--- config.mk ---
export PLATFORM = sky130hd
export DESIGN_NAME = uart_irq_ctrl
export DESIGN_NICKNAME = d
export VERILOG_FILES = /design/src/rtl/uart_irq_pkg.sv /design/src/rtl/uart_irq_timeout.sv /design/src/rtl/uart_irq_ctrl.sv
export SDC_FILE = /design/constraint.sdc
export NUM_CORES = 1
export LEC_CHECK = 0
export ABC_CLOCK_PERIOD_IN_PS = 2200
export BUFFER_PORTS_ARGS = -buffer_cell sky130_fd_sc_hd__clkbuf_2
export CELL_PAD_IN_SITES_DETAIL_PLACEMENT = 1
export CELL_PAD_IN_SITES_GLOBAL_PLACEMENT = 2
export CORE_MARGIN = 4
export CORE_UTILIZATION = 27
export CTS_CLUSTER_SIZE = 24
export DETAILED_ROUTE_END_ITERATION = 16
export GPL_ROUTABILITY_DRIVEN = 0
export PLACE_DENSITY_LB_ADDON = 0.1
export SLEW_MARGIN = 20
export SYNTH_ARGS = -nofsm -noshare
export SYNTH_HDL_FRONTEND = slang
export SYNTH_SLANG_ARGS = --single-unit
--- constraint.sdc ---
create_clock -name clk_i -period 2.2 [get_ports clk_i]
set_input_delay 0.66 -clock clk_i [delete_from_list [all_inputs] [get_ports clk_i]]
set_output_delay 0.66 -clock clk_i [all_outputs]
set_load 0.05 [all_outputs]
--- src/rtl/uart_irq_pkg.sv ---
// Shared definitions for the UART interrupt controller: status bit positions,
// FIFO trigger-level codes and the trigger-level lookup.
package uart_irq_pkg;

    localparam int IRQ_W  = 11;
    localparam int IRQ_RI  = 0;
    localparam int IRQ_CTS = 1;
    localparam int IRQ_DCD = 2;
    localparam int IRQ_DSR = 3;
    localparam int IRQ_RX  = 4;
    localparam int IRQ_TX  = 5;
    localparam int IRQ_RT  = 6;
    localparam int IRQ_FE  = 7;
    localparam int IRQ_PE  = 8;
    localparam int IRQ_BE  = 9;
    localparam int IRQ_OE  = 10;

    typedef enum logic [2:0] {
        IFLS_1_8 = 3'b000,
        IFLS_1_4 = 3'b001,
        IFLS_1_2 = 3'b010,
        IFLS_3_4 = 3'b011,
        IFLS_7_8 = 3'b100
    } ifls_e;

    // Codes 101..111 are treated as 7/8 full.
    function automatic int trig_level(input logic [2:0] code, input int depth);
        case (code)
            IFLS_1_8: trig_level = depth / 8;
            IFLS_1_4: trig_level = depth / 4;
            IFLS_1_2: trig_level = depth / 2;
            IFLS_3_4: trig_level = (depth / 4) * 3;
            default:  trig_level = (depth / 8) * 7;
        endcase
    endfunction

endpackage

--- src/rtl/uart_irq_timeout.sv ---
// RX idle timeout: counts bclk ticks while the RX FIFO holds data untouched and
// pulses fire_o once, on the tick that completes TIMEOUT_TICKS idle ticks.
module uart_irq_timeout #(
    parameter int  TIMEOUT_TICKS = 512,
    localparam int CNT_W         = $clog2(TIMEOUT_TICKS)
) (
    input  logic clk_i,
    input  logic rst_i,
    input  logic tick_i,
    input  logic clr_i,
    output logic fire_o
);

    localparam logic [CNT_W-1:0] CNT_MAX = CNT_W'(TIMEOUT_TICKS - 1);

    logic [CNT_W-1:0] cnt_q, cnt_d;
    logic             sat_q, sat_d;

    // Counter parks at CNT_MAX; sat_q keeps fire_o to a single pulse per idle period.
    always_comb begin
        cnt_d  = cnt_q;
        sat_d  = sat_q;
        fire_o = 1'b0;
        if (clr_i) begin
            cnt_d = '0;
            sat_d = 1'b0;
        end else if (tick_i) begin
            if (cnt_q == CNT_MAX) begin
                sat_d  = 1'b1;
                fire_o = ~sat_q;
            end else begin
                cnt_d = cnt_q + 1'b1;
            end
        end
    end

    always_ff @(posedge clk_i or posedge rst_i) begin
        if (rst_i) begin
            cnt_q <= '0;
            sat_q <= 1'b0;
        end else begin
            cnt_q <= cnt_d;
            sat_q <= sat_d;
        end
    end

endmodule

--- src/rtl/uart_irq_ctrl.sv ---
// UART interrupt controller: raw status, mask, write-1-to-clear and FIFO trigger levels.
// Define UART_IRQ_SPLIT_EN to add per-group interrupt outputs alongside irq_o.
module uart_irq_ctrl
    import uart_irq_pkg::*;
#(
    parameter int  FIFO_DEPTH    = 32,
    parameter int  TIMEOUT_TICKS = 512,
    localparam int LVL_W         = $clog2(FIFO_DEPTH) + 1
) (
    input  logic             clk_i,
    input  logic             rst_i,
    input  logic             bclk_tick_i,
    input  logic [LVL_W-1:0] rx_level_i,
    input  logic [LVL_W-1:0] tx_level_i,
    input  logic             rx_push_i,
    input  logic             rx_pop_i,
    input  logic             rx_fe_i,
    input  logic             rx_pe_i,
    input  logic             rx_be_i,
    input  logic             rx_oe_i,
    input  logic [3:0]       modem_i,
    input  logic             imsc_we_i,
    input  logic [10:0]      imsc_wdata_i,
    input  logic             icr_we_i,
    input  logic [10:0]      icr_wdata_i,
    input  logic             ifls_we_i,
    input  logic [5:0]       ifls_wdata_i,
    output logic [10:0]      imsc_o,
    output logic [5:0]       ifls_o,
    output logic [10:0]      ris_o,
    output logic [10:0]      mis_o,
`ifdef UART_IRQ_SPLIT_EN
    output logic             irq_rx_o,
    output logic             irq_tx_o,
    output logic             irq_err_o,
    output logic             irq_ms_o,
`endif
    output logic             irq_o
);

    logic [IRQ_W-1:0] ris_q, ris_d, imsc_q, imsc_d, clr, mis;
    logic [5:0]       ifls_q, ifls_d;
    logic [3:0]       prev_q, prev_d;
    logic             first_q, first_d;
    logic             irq_q, irq_d;
    logic [LVL_W-1:0] rx_trig, tx_trig;
    logic             rx_empty, rt_clr, rt_fire;

    assign rx_empty = (rx_level_i == '0);
    assign rt_clr   = rx_push_i | rx_pop_i | rx_empty;
    assign mis      = ris_q & imsc_q;

    uart_irq_timeout #(.TIMEOUT_TICKS(TIMEOUT_TICKS)) u_timeout (
        .clk_i  (clk_i),
        .rst_i  (rst_i),
        .tick_i (bclk_tick_i),
        .clr_i  (rt_clr),
        .fire_o (rt_fire)
    );

    always_comb begin
        clr     = icr_we_i ? icr_wdata_i : '0;
        rx_trig = LVL_W'(trig_level(ifls_q[5:3], FIFO_DEPTH));
        tx_trig = LVL_W'(trig_level(ifls_q[2:0], FIFO_DEPTH));
        ris_d   = ris_q & ~clr;
        // Level-driven bits: while the condition holds it overrides any ICR clear.
        ris_d[IRQ_RX] = (rx_level_i >= rx_trig);
        ris_d[IRQ_TX] = (tx_level_i <= tx_trig);
        ris_d[IRQ_RT] = rt_fire | (ris_q[IRQ_RT] & ~clr[IRQ_RT] & ~rx_pop_i & ~rx_empty);
        ris_d[IRQ_FE] = ris_d[IRQ_FE] | rx_fe_i;
        ris_d[IRQ_PE] = ris_d[IRQ_PE] | rx_pe_i;
        ris_d[IRQ_BE] = ris_d[IRQ_BE] | rx_be_i;
        ris_d[IRQ_OE] = ris_d[IRQ_OE] | rx_oe_i;
        // First cycle out of reset only primes the previous-value registers.
        if (!first_q) ris_d[IRQ_DSR:IRQ_RI] = ris_d[IRQ_DSR:IRQ_RI] | (modem_i ^ prev_q);
        prev_d  = modem_i;
        first_d = 1'b0;
        imsc_d  = imsc_we_i ? imsc_wdata_i : imsc_q;
        ifls_d  = ifls_we_i ? ifls_wdata_i : ifls_q;
        irq_d   = |mis;
    end

    always_ff @(posedge clk_i or posedge rst_i) begin
        if (rst_i) begin
            ris_q   <= '0;
            imsc_q  <= '0;
            ifls_q  <= 6'b010_010;
            prev_q  <= '0;
            first_q <= 1'b1;
            irq_q   <= 1'b0;
        end else begin
            ris_q   <= ris_d;
            imsc_q  <= imsc_d;
            ifls_q  <= ifls_d;
            prev_q  <= prev_d;
            first_q <= first_d;
            irq_q   <= irq_d;
        end
    end

    assign ris_o  = ris_q;
    assign imsc_o = imsc_q;
    assign ifls_o = ifls_q;
    assign mis_o  = mis;
    assign irq_o  = irq_q;

`ifdef UART_IRQ_SPLIT_EN
    logic irq_rx_q, irq_rx_d, irq_tx_q, irq_tx_d, irq_err_q, irq_err_d, irq_ms_q, irq_ms_d;

    always_comb begin
        irq_rx_d  = mis[IRQ_RX] | mis[IRQ_RT];
        irq_tx_d  = mis[IRQ_TX];
        irq_err_d = |mis[IRQ_OE:IRQ_FE];
        irq_ms_d  = |mis[IRQ_DSR:IRQ_RI];
    end

    always_ff @(posedge clk_i or posedge rst_i) begin
        if (rst_i) begin
            irq_rx_q  <= 1'b0;
            irq_tx_q  <= 1'b0;
            irq_err_q <= 1'b0;
            irq_ms_q  <= 1'b0;
        end else begin
            irq_rx_q  <= irq_rx_d;
            irq_tx_q  <= irq_tx_d;
            irq_err_q <= irq_err_d;
            irq_ms_q  <= irq_ms_d;
        end
    end

    assign irq_rx_o  = irq_rx_q;
    assign irq_tx_o  = irq_tx_q;
    assign irq_err_o = irq_err_q;
    assign irq_ms_o  = irq_ms_q;
`endif

endmodule

==> impl_metrics.tcl, run 1 <==
set metrics [dict create \
    rsz0062_at_grt "false" \
    max_freq_ghz 0.529 \
    r2r_cells 4 \
    core_um2 6980 \
    path_class "reg -> reg" \
    holdWs_ps 353 \
    grt_antenna_before_repair 0 \
    row_count 30 \
    area_growth_pct 36.7 \
    fin_nets 333 \
    slew_viol_final 0 \
    yosys_warnings 0 \
    fin_tns_setup_ps 0 \
    period_share_pct 85.9 \
    syn_area_um2 1980 \
    drt-total-wl_um 5140 \
    drive_above_1_share_pct 48.1 \
    seq_area_frac_synth_pct 55.7 \
    ioPinCount 96 \
    synth.distinct_cells 33 \
    dieHeight_um 93.7 \
    diodes 0 \
    max_cap_violations 0 \
    instances_no_fill 366 \
    holdBufCountCts 0 \
    cp-start-kind "register" \
    syn-mean-instance-area_um2 11.6 \
    fin_util_pct 38.8 \
    placed_area_um2 2590 \
    required_ps 2370 \
    synth_nets 235 \
    dpl.cell_count 358 \
    leakagePower_uw 0.00136 \
    clk_latency_ps 300 \
    dieArea_um2 8780 \
    fin_skew_ps 5.11 \
    postCtsSetupBuffers 0 \
    cts_tree "built" \
    crit_fanout 3 \
    start_util_pct 28.4 \
    die_width_um 93.7 \
    track_usage_pct 12.1 \
    netlist_instances 171 \
    min_period_ps 1890 \
    drt_iter0_markers 20 \
    cts_max_level 2 \
    clk_pin_slew_worst_paths_ps 90 \
    status "completed" \
    final_area_um2 2710 \
    hold_viol_final 0 \
    grt_pass1_wl_um 8260 \
    cts_buffers 5 \
    grt_max_degree 45 \
    p_per_area_nw_per_um2 792 \
    avgViaCountPerCell 4.30 \
    hold_path_class "in -> async" \
    wire_per_inst_um 14.0 \
    worstPathArrival_ps 2060 \
    drc 0 \
    grt_overflow 0 \
    ff2ff_setup_slack_ps 310 \
    cts_root_buf "clkbuf_8" \
    first_global_vias 1679 \
    ir_worst_vdd_mv 0.247 \
    final_antenna_net_count 0 \
    dpl.hpwl_um 4140 \
    max-clock-path-buffers 2 \
    critical_path.endpoint_type "register" \
    drt_first_pass_iters 3 \
    vias 1573 \
    portBuffers 93 \
    post_cts_resized 0 \
    clock-sinks 44 \
    synth-seq-cells 44 \
    finalSetupViolCount 0 \
]
-- per-layer routing --
| metal | vias up | track usage [%] | share of wire (%) |
|---|---|---|---|
| li1 | 780 | - | - |
| met2 | 50 | 20.6 | 50 |
| met5 | - | 0 | 0 |
| met4 | 0 | 3.25 | 1.2 |
| met1 | 736 | 14.4 | 42 |
| met3 | 7 | 4.41 | 7.4 |
-- layout by cell type, fill, tap and decap left out, types with 3 or more instances in the layout --
| master | count |
|---|---|
| clkbuf_8 | 6 |
| nand2_1 | 17 |
| xnor2_1 | 5 |
| nand4_1 | 3 |
| mux2_2 | 17 |
| and2_1 | 8 |
| a21oi_1 | 3 |
| dfrtp_1 | 41 |
| a21o_1 | 3 |
| ha_1 | 8 |
| xor2_1 | 6 |
| o21ai_0 | 5 |
| nor2_1 | 19 |
| dfstp_2 | 3 |
| clkbuf_2 | 93 |
-- power breakdown --
part / leakage, µW / internal [µW] / switching (µW)
logic: 0.000773 / 170 / 402
clock network: 0.0000614 / 372 / 288
registers: 0.000524 / 870 / 44.2
total: 0.00136 / 1410 / 735
-- critical path: stages, from the launching register on --
cell and delay, ps:
dfrtp_1 400, and2_4 160, or4_1 540, nor4_1 220
or4b_1 450
-- worst paths after layout --
kind                            start   endpoint
hold / removal                  rst_i  prev_q[0]
min in group clk_i         modem_i[3]  prev_q[3]
hold reg to reg              ris_o[9]   ris_o[9]
setup / recovery            ris_o[10]      irq_o
max in group asynchronous       rst_i  ifls_o[4]
setup reg to reg            ris_o[10]      irq_o
-- synth_stat cells --
cell type,n,area [µm²]
a21oi_1,3,15.0
a2111o_1,1,11.3
nand2_1,17,63.8
a311o_1,1,10.0
o21ai_0,5,25.0
and4_1,2,17.5
mux2_2,17,191
and2_1,10,62.6
or4b_1,1,10.0
xor2_1,6,52.6
mux2i_1,2,20.0
or4_1,1,7.51
inv_1,3,11.3
ha_1,8,100
o21bai_1,2,15.0
and4b_1,1,10.0
nor2_1,19,71.3
nand2b_1,1,6.26
a311oi_1,1,8.76
conb_1,1,3.75
nor2b_1,2,12.5
clkbuf_1,5,18.8
nand3_1,2,10.0
a21o_1,3,22.5
dfrtp_1,41,1030
a21o_2,1,8.76
dfstp_2,3,78.8
a32oi_1,1,8.76
and2_4,1,8.76
xnor2_1,5,43.8
nand4_1,3,18.8
or2_2,1,6.26
nor4_1,1,6.26
-- cell families after synthesis --
logic type,count (synthesis),synth area share (%)
AND/OR/NAND/NOR,62,15.7
flip-flops,44,55.7
multiplexers,19,10.7
AO/OA/AOI/OAI,18,6.31
XOR/XNOR,11,4.86
adder cells (fa/ha/maj),8,5.05
buffers and inverters,8,1.51
other,1,0.189
-- stage by stage --
stage          setup WS (ps)  total power, µW
2_1_floorplan           20.1             1330
3_3_place_gp             272             1510
3_5_place_dp             277             1520
4_1_cts                  258             2190
5_1_grt                  189             2270
6_report                 310             2150
-- area by class of cell --
cell class	instances	area (µm²)
multi-input combinational	119	852
sequential	44	1100
timing repair buffer	96	500
clock inverter	2	38.8
inverter	3	11.3
fill	819	4270
tap	96	120
clock buffer	6	82.6
-- sequential cells by signal, summed over array words and instances (netlist names) --
register,count
prev_q,4
u_timeout.sat_q,1
ris_o,11
u_timeout.cnt_q,9
ifls_o,6
imsc_o,11
first_q,1
irq_o,1
Note: power is estimated with default switching activity, not from simulation.
==> inputs of run 2 (changes only) <==
--- a/config.mk
+++ b/config.mk
@@ -5,11 +5,10 @@
 export SDC_FILE = /design/constraint.sdc
 export NUM_CORES = 1
 export LEC_CHECK = 0
-export ABC_CLOCK_PERIOD_IN_PS = 2200
+export ABC_CLOCK_PERIOD_IN_PS = 2000
 export BUFFER_PORTS_ARGS = -buffer_cell sky130_fd_sc_hd__clkbuf_2
 export CELL_PAD_IN_SITES_DETAIL_PLACEMENT = 1
 export CELL_PAD_IN_SITES_GLOBAL_PLACEMENT = 2
-export CORE_MARGIN = 4
 export CORE_UTILIZATION = 27
 export CTS_CLUSTER_SIZE = 24
 export DETAILED_ROUTE_END_ITERATION = 16
==> constraint.sdc (replaced) <==
create_clock -name clk_i -period 2 [get_ports clk_i]
set_input_delay 0.6 -clock clk_i [delete_from_list [all_inputs] [get_ports clk_i]]
set_output_delay 0.6 -clock clk_i [all_outputs]
set_load 0.05 [all_outputs]
==> run 2 against run 1 <==
Sequential cell count unchanged. Register-to-register slack worse by 210 ps. First-iteration DRC count up 80%. Final area up 0.60%. Total power up 8.7%. Final cell count unchanged. Non-clock buffer count unchanged. Utilization up 0.44 points. Critical path depth unchanged. Sequential share of layout area about the same. Sequential power up 10%. Worst hold slack worse by 63 ps.
==> impl_metrics.tcl, run 2 (synthesized netlist as in run 1, its figures left out) <==
set metrics [dict create \
    final_area_um2 2730 \
    r2r_start "ris_o[10]" \
    slew_viol_final 0 \
    fin_tns_setup_ps 0 \
    path_class "reg -> reg" \
    drc 0 \
    dpl.cell_count 358 \
    die_width_um 87.7 \
    crit_fanout 3 \
    hold_viol_final 0 \
    mostFrequentLayoutCells "clkbuf_2 (93), dfrtp_1 (35), nor2_1 (19), mux2_2 (17), nand2_1 (17)" \
    status "completed" \
    clock-sinks 44 \
    power.internal_uw 1530 \
    max_freq_ghz 0.526 \
    p_clk_share_pct 29.8 \
    max-clock-path-buffers 2 \
    grt_overflow 0 \
    cp-start-kind "register" \
    drt-total-wl_um 4830 \
    critical_path.endpoint_type "register" \
    fin_skew_ps 5.86 \
    holdBufCountCts 0 \
    instances_no_fill 366 \
    hold_path_class "in -> async" \
    rsz0062_at_grt "false" \
    dpl.hpwl_um 3890 \
    required_ps 2170 \
    portBuffers 93 \
    row_count 30 \
    post_cts_resized 1 \
    clk_pin_slew_worst_paths_ps 90 \
    period_share_pct 95.1 \
    seqPwrFrac_pct 43.2 \
    clk_latency_ps 290 \
    p_sw_share_pct 34.6 \
    leakagePower_uw 0.00136 \
    grt_pass1_wl_um 8170 \
    first_global_vias 1720 \
    track_usage_pct 13.9 \
    worstPathArrival_ps 2070 \
    avgViaCountPerCell 4.38 \
    grt_max_degree 27 \
    max_cap_violations 0 \
    comb_power_share_pct 27.0 \
    diodes 0 \
    wire_per_inst_um 13.2 \
    min_period_ps 1900 \
    fin_util_pct 39.3 \
    dieArea_um2 7690 \
    cts_buffers 5 \
    ir_worst_vdd_mv 0.256 \
    postCtsSetupBuffers 0 \
    final_antenna_net_count 0 \
    p_per_area_nw_per_um2 856 \
    cts_max_level 2 \
    cp-startpoint "ris_o[10]" \
    cts_root_buf "clkbuf_8" \
    finalSetupViolCount 0 \
    layout_setup_ws_ps 97.3 \
    vias 1604 \
    drt_first_pass_iters 2 \
    area_growth_pct 37.5 \
    drive_above_1_share_pct 51.9 \
    drt_iter0_markers 36 \
    mostFrequentLayoutCell "clkbuf_2" \
    dieHeight_um 87.7 \
    num-fill-cells 823 \
    ioPinCount 96 \
    fin_nets 333 \
    grt_antenna_before_repair 0 \
    dp_slack_ps 14.8 \
    start_util_pct 28.6 \
    placed_area_um2 2600 \
    cts_tree "built" \
    power_switching_uw 808 \
    core_um2 6940 \
]
[run 2: cell count changes in the layout (fill, tap and decap cells not counted)]
cell      previous run  this run
dfrtp_1             41        35
dfrtp_2              0         6
and2_1               8         5
and2_4               2         5
clkbuf_8             6         5
clkinv_4             1         2
nor4_1               1         0
nor4_2               0         1
[run 2: routing by layer]
| layer | vias up | GRT usage, % | part of all wire, % |
|---|---|---|---|
| met5 | - | 0 | 0 |
| met4 | 0 | 4.02 | 0.60 |
| met3 | 2 | 2.83 | 5.7 |
| met2 | 59 | 24.4 | 48 |
| met1 | 765 | 17.4 | 46 |
| li1 | 778 | - | - |
[run 2: worst max-delay path, stage by stage (launching register included)]
cell     delay (ps)
dfrtp_2         420
and2_4          160
or4_1           560
nor4_2          180
or4b_1          460
[run 2: per-stage QoR]
step                hold slack, ps  total power, µW
floorplan                      463             1470
global placement               476             1660
detailed placement             490             1670
global route                   318             2460
CTS                            300             2380
finish                         290             2330
[run 2: path summary, 6_finish.rpt]
path                       depth (start not counted)            endpoint  slack [ps]
max                                                4               irq_o         100
max in group asynchronous                          3             first_q        1140
max reg2reg                                        4               irq_o         100
min                                                2  u_timeout.cnt_q[6]         290
min reg2reg                                        2     u_timeout.sat_q         500
min in group clk_i                                 1           prev_q[2]         440
[run 2: area by class of cell]
type | count | area [µm²] | area share [%]
Clock buffer | 5 | 68.8 | 2.52
Clock inverter | 3 | 47.5 | 1.74
Inverter | 3 | 11.3 | 0.413
Tap cell | 96 | 120 | 4.41
Multi-Input combinational cell | 119 | 866 | 31.8
Timing Repair Buffer | 96 | 500 | 18.4
Sequential cell | 44 | 1110 | 40.8
[run 2: power by group through the flow]
stage	combinational, µW	clock, µW	sequential, µW
floorplan	249	0	1230
global placement	635	0	1030
detailed placement	638	0	1030
CTS	642	727	1010
global route	682	757	1020
finish	630	695	1010
